**config.mk**
```make
export PLATFORM = sky130hd
export DESIGN_NAME = toggle_event_rx
export DESIGN_NICKNAME = d
export VERILOG_FILES = /design/src/rtl/toggle_pkg.sv /design/src/rtl/sync_chain.sv /design/src/rtl/toggle_event_rx.sv
export SDC_FILE = /design/constraint.sdc
export NUM_CORES = 1
export LEC_CHECK = 0
export ABC_AREA = 1
export CAP_MARGIN = 20
export CORE_ASPECT_RATIO = 1.75
export CORE_MARGIN = 4
export CORE_UTILIZATION = 46
export CTS_CLUSTER_SIZE = 28
export DETAILED_ROUTE_END_ITERATION = 7
export GPL_TIMING_DRIVEN = 0
export PLACE_DENSITY = 0.85
export SLEW_MARGIN = 20
export SYNTH_ARGS = -nofsm -noshare
export SYNTH_HDL_FRONTEND = slang
export SYNTH_HIERARCHICAL = 1
export SYNTH_SLANG_ARGS = --single-unit
```
**constraint.sdc**
```tcl
create_clock -name clk -period 1.7 [get_ports clk]
set_input_delay 0.34 -clock clk [delete_from_list [all_inputs] [get_ports clk]]
set_output_delay 0.34 -clock clk [all_outputs]
set_load 0.03 [all_outputs]
```
**src/rtl/toggle_pkg.sv**
```systemverilog
// Shared types and defaults for the toggle-signalling receiver.
package toggle_pkg;

   typedef enum logic {
      ST_INIT = 1'b0,
      ST_RUN  = 1'b1
   } state_t;

   localparam int DEF_SYNC_STAGES = 2;
   localparam int DEF_CNT_W       = 4;
   localparam int DEF_TOTAL_W     = 16;

   function automatic int cnt_max(input int width);
      return (1 << width) - 1;
   endfunction

endpackage

```
**src/rtl/sync_chain.sv**
```systemverilog
// Falling-edge flop chain that brings an asynchronous level into the clk domain.
module sync_chain #(
   parameter int SYNC_STAGES = 2
) (
   input  logic clk,
   input  logic rst,
   input  logic d,
   output logic q
);

   logic [SYNC_STAGES-1:0] stages;

   always_ff @(negedge clk) begin
      if (rst) stages <= '0;
      else     stages <= {stages[SYNC_STAGES-2:0], d};
   end

   assign q = stages[SYNC_STAGES-1];

endmodule

```
**src/rtl/toggle_event_rx.sv**
```systemverilog
// Toggle-line event receiver: synchronise, detect level changes, queue them for a
// valid/ready consumer. Optional evt_pulse output under TOGGLE_EVENT_RX_PULSE_OUT_EN.
module toggle_event_rx
   import toggle_pkg::*;
#(
   parameter int SYNC_STAGES = DEF_SYNC_STAGES,
   parameter int CNT_W       = DEF_CNT_W,
   parameter int TOTAL_W     = DEF_TOTAL_W
) (
   input  logic               clk,
   input  logic               rst,
   input  logic               tog_in,
   input  logic               evt_ready,
   input  logic               clr_ovf,
   output logic               evt_valid,
   output logic [CNT_W-1:0]   pending,
   output logic [TOTAL_W-1:0] total_cnt,
   output logic               overflow
`ifdef TOGGLE_EVENT_RX_PULSE_OUT_EN
   ,
   output logic               evt_pulse
`endif
);

   localparam int                 INIT_W    = $clog2(SYNC_STAGES + 1);
   localparam logic [INIT_W-1:0]  INIT_LAST = INIT_W'(SYNC_STAGES);
   localparam logic [CNT_W-1:0]   PEND_MAX  = CNT_W'(cnt_max(CNT_W));

   state_t              state;
   state_t              state_nxt;
   logic [INIT_W-1:0]   init_cnt;
   logic                sync_out;
   logic                prev;
   logic                run;
   logic                detect;
   logic                handshake;
   logic                ovf_set;
   logic [CNT_W-1:0]    pending_nxt;

   // Saturating pending update; returns the new count and whether an event was lost.
   function automatic logic [CNT_W:0] next_pending(input logic [CNT_W-1:0] cur,
                                                   input logic             det,
                                                   input logic             hs);
      logic [CNT_W-1:0] nxt;
      logic             lost;
      nxt  = cur;
      lost = 1'b0;
      case ({det, hs})
         2'b10: begin
            if (cur == PEND_MAX) lost = 1'b1;
            else                 nxt  = cur + CNT_W'(1);
         end
         2'b01:   nxt = cur - CNT_W'(1);
         default: nxt = cur;
      endcase
      return {lost, nxt};
   endfunction

   sync_chain #(
      .SYNC_STAGES(SYNC_STAGES)
   ) u_sync (
      .clk (clk),
      .rst (rst),
      .d   (tog_in),
      .q   (sync_out)
   );

   always_ff @(negedge clk) begin
      if (rst) state <= ST_INIT;
      else     state <= state_nxt;
   end

   always_comb begin
      state_nxt = state;
      case (state)
         ST_INIT: if (init_cnt == INIT_LAST) state_nxt = ST_RUN;
         ST_RUN:  state_nxt = ST_RUN;
         default: state_nxt = ST_INIT;
      endcase
   end

   always_comb begin
      run = (state == ST_RUN);
   end

   always_ff @(negedge clk) begin
      if (rst)
         init_cnt <= '0;
      else if (state == ST_INIT && init_cnt != INIT_LAST)
         init_cnt <= init_cnt + INIT_W'(1);
   end

   // prev tracks the synchronised level in both states, so ST_INIT learns the idle level.
   always_ff @(negedge clk) begin
      if (rst) prev <= 1'b0;
      else     prev <= sync_out;
   end

   assign detect    = run & (sync_out ^ prev);
   assign evt_valid = (pending != '0);
   assign handshake = evt_valid & evt_ready;

   always_comb begin
      {ovf_set, pending_nxt} = next_pending(pending, detect, handshake);
   end

   always_ff @(negedge clk) begin
      if (rst) begin
         pending   <= '0;
         total_cnt <= '0;
         overflow  <= 1'b0;
      end else begin
         pending <= pending_nxt;
         if (detect) total_cnt <= total_cnt + TOTAL_W'(1);
         if (ovf_set)      overflow <= 1'b1;
         else if (clr_ovf) overflow <= 1'b0;
      end
   end

`ifdef TOGGLE_EVENT_RX_PULSE_OUT_EN
   always_ff @(negedge clk) begin
      if (rst) evt_pulse <= 1'b0;
      else     evt_pulse <= detect;
   end
`endif

endmodule

```
==> impl_metrics.toml <==
[status]
run_status = "finished, violations left"
violations = "setup timing"

[sta]
slew_headroom_pct = 81.19
worst_pin_slew_ns = 0.2811
drv_slew = 0
final-setup-viol-count = 25
fin_skew_ns = 0.03129
rsz0062_at_grt = "yes"
finalHoldViolCount = 0
final.setup.worst_slack_ns = -0.5411
hold-worst-slack_ns = 0.3993

[yosys]
synthCells = 197
yosysTopAreaCellShare_pct = 38.16
post-synth-top-area-cell = "dfxtp_1"
yosysUniqueCellTypes = 24
synth_area_leaders = "dfxtp_1, nand2_1, nor2_1"
syn_area_um2 = 1416
syn_nets = 207
ys_warn_count = 6
syn_area_per_cell_um2 = 7.190
synth_seq_cells = 27
seq_area_frac_synth_pct = 38.16

[routing]
dr.pass1.iters = 4
routed_via_density = 5.162
post-route-drc-count = 0
postRouteAntennaNets = 0
wl_mm = 4.004
via_count = 1595
drt-initial-drc-count = 43
wl_per_cell_um = 12.96

[run]
drv_cap = 0

[power_and_ir_drop]
switchingPower_mw = 1.082
p_per_area_nw_per_um2 = 1157
swShare_pct = 41.43
vdd_drop_max_v = 0.0009068
internal-power_mw = 1.530
total_power_mw = 2.612
leakagePower_nw = 1.101
p_seq_share_pct = 31.3
p_comb_share_pct = 45.0
clkPwrFrac_pct = 23.7

[placement]
dp_slack_ns = -1.106
dpl_cell_area_um2 = 1785
hpwlAfterDp_mm = 2.252
port_buffers = 26
place_congestion = 0.9122

[clock_tree]
ctsLongestPathBuffers = 2
cts_sinks = 27
clock_tree.root_cell = "clkbuf_8"
clk_latency_ns = 0.36
cts_max_level = 1
tritoncts = "done"
numCtsBuffers = 3
path_clk_slew_ns = 0.04

[floorplanning]
io_pins = 27
core-area_um2 = 2928
initial_core_util_pct = 48.38
die_y_um = 81.41
die_area_um2 = 4066
core.rowCount = 26
die_w_um = 49.95

[global_route]
grt_pass1_wl_mm = 6.258
grt.total_usage_pct = 19.48
overflow = 0
antenna_found_initial = 0
grt_max_degree = 15
grt_pass1_vias = 1602

[cells_and_area]
final_nets = 292
num_antenna_cells = 0
final_cell_mix = "inv_1, nand2_1, nor2_1"
fillers = 206
final_common_cell = "inv_1"
final_layout_size_suffix_gt1_share_pct = 38.79
final_cell_area_um2 = 2257
area_growth_syn_to_layout_pct = 59.36

[critical_path]
slowest_delay_ns = 0.35
worst-path-max-fanout = 3
cp.arrival_ns = 1.90
cp-end-kind = "output port"
cp_cell_sequence = "nor2_4 > nand2_2 > buf_6"
critPathLaunchType = "register"
crit_type = "register to output port"
cp_slowest_cell = "dfxtp_4"
critPathRequiredTime_ns = 1.36

[min_path]
hp-class = "register to register"
[power groups by stage]
stage          registers, mW  logic (mW)  clock network (mW)
2_1_floorplan          0.909       0.496               0.104
3_3_place_gp           0.836       0.778               0.104
3_5_place_dp           0.837       0.794               0.104
4_1_cts                0.805       0.981               0.626
5_1_grt                0.829        1.29               0.704
6_report               0.819        1.17               0.619
[final timing paths]
check / start / end / slack [ns] / cells after the start
setup reg to reg: u_sync/stages[1] / pending[3] / -0.11 / 13
hold / removal: u_sync/stages[0] / u_sync/stages[1] / 0.40 / 2
hold reg to reg: u_sync/stages[0] / u_sync/stages[1] / 0.40 / 2
setup / recovery: pending[0] / evt_valid / -0.54 / 3
[metal layers]
| metal | wire length [um] | track usage, % |
|---|---|---|
| met1 | 1460 | 16.91 |
| met2 | 2306 | 38.86 |
| met3 | 136 | 6.239 |
| met4 | 99 | 9.141 |
| met5 | 0 | 0 |
[critical path: cells and delay by family, from the launching register on]
family	cells	cell delay [ns]
buf+inv	1	0.14
flops	1	0.35
simple gates	2	0.21
[stage by stage]
stage / std cells / utilization [%] / TNS [ns]
global route: 309 / 77.09 / -8.665
detailed placement: 251 / 60.98 / -26.07
global placement: 251 / 60.98 / -25.97
CTS: 303 / 74.15 / -7.766
floorplan: 197 / - / -1.250
finish: 309 / 77.09 / -7.847
[layout make-up]
| type | count | area (um^2) | area share (%) |
|---|---|---|---|
| multi-input combinational | 141 | 834.6 | 36.97 |
| sequential | 27 | 599.3 | 26.55 |
| timing repair buffer | 55 | 518.0 | 22.95 |
| clock inverter | 28 | 105.1 | 4.656 |
| inverter | 24 | 92.59 | 4.102 |
| clock buffer | 3 | 41.29 | 1.829 |
| tap | 28 | 35.03 | 1.552 |
| buffer | 3 | 31.28 | 1.386 |
[flip-flops by register name, indices dropped and copies added, names as in the netlist]
signal,cells
overflow,1
run,1
total_cnt,16
init_cnt,2
prev,1
u_sync/stages,2
pending,4
[what timing repair did]
action	in CTS	in global routing
buffers inserted	23	6
endpoints found under the hold margin	0	0
hold buffers	0	0
setup endpoints to repair	47	27
gates resized for setup	178	16
pin swaps	9	11
[synth_stat cells]
| cell type | number |
|---|---|
| dfxtp_1 | 27 |
| nor2_2 | 1 |
| nand3_1 | 6 |
| nor2_4 | 3 |
| nand2_2 | 4 |
| nor2_1 | 37 |
| buf_6 | 1 |
| nor2_8 | 1 |
| nand3b_1 | 1 |
| inv_1 | 26 |
| o21a_1 | 1 |
| xor2_1 | 3 |
| o21ai_0 | 8 |
| o21ai_1 | 2 |
| fa_1 | 1 |
| a21oi_1 | 15 |
| nand4_1 | 6 |
| nand2_4 | 1 |
| clkbuf_1 | 2 |
| xnor2_1 | 2 |
| nand4_2 | 1 |
| nand2_1 | 40 |
| ha_1 | 4 |
| nand3_2 | 4 |
[cell families after synthesis]
| kind of cell | synth area share [%] |
|---|---|
| DFF | 38.16 |
| buffers and inverters | 8.215 |
| adders and majority gates | 4.947 |
| xor gates and xnor gates | 3.092 |
| and+or+nand+nor | 36.22 |
| AOI/OAI and AO/OA | 9.364 |
Note: power is estimated with default switching activity, not from simulation.
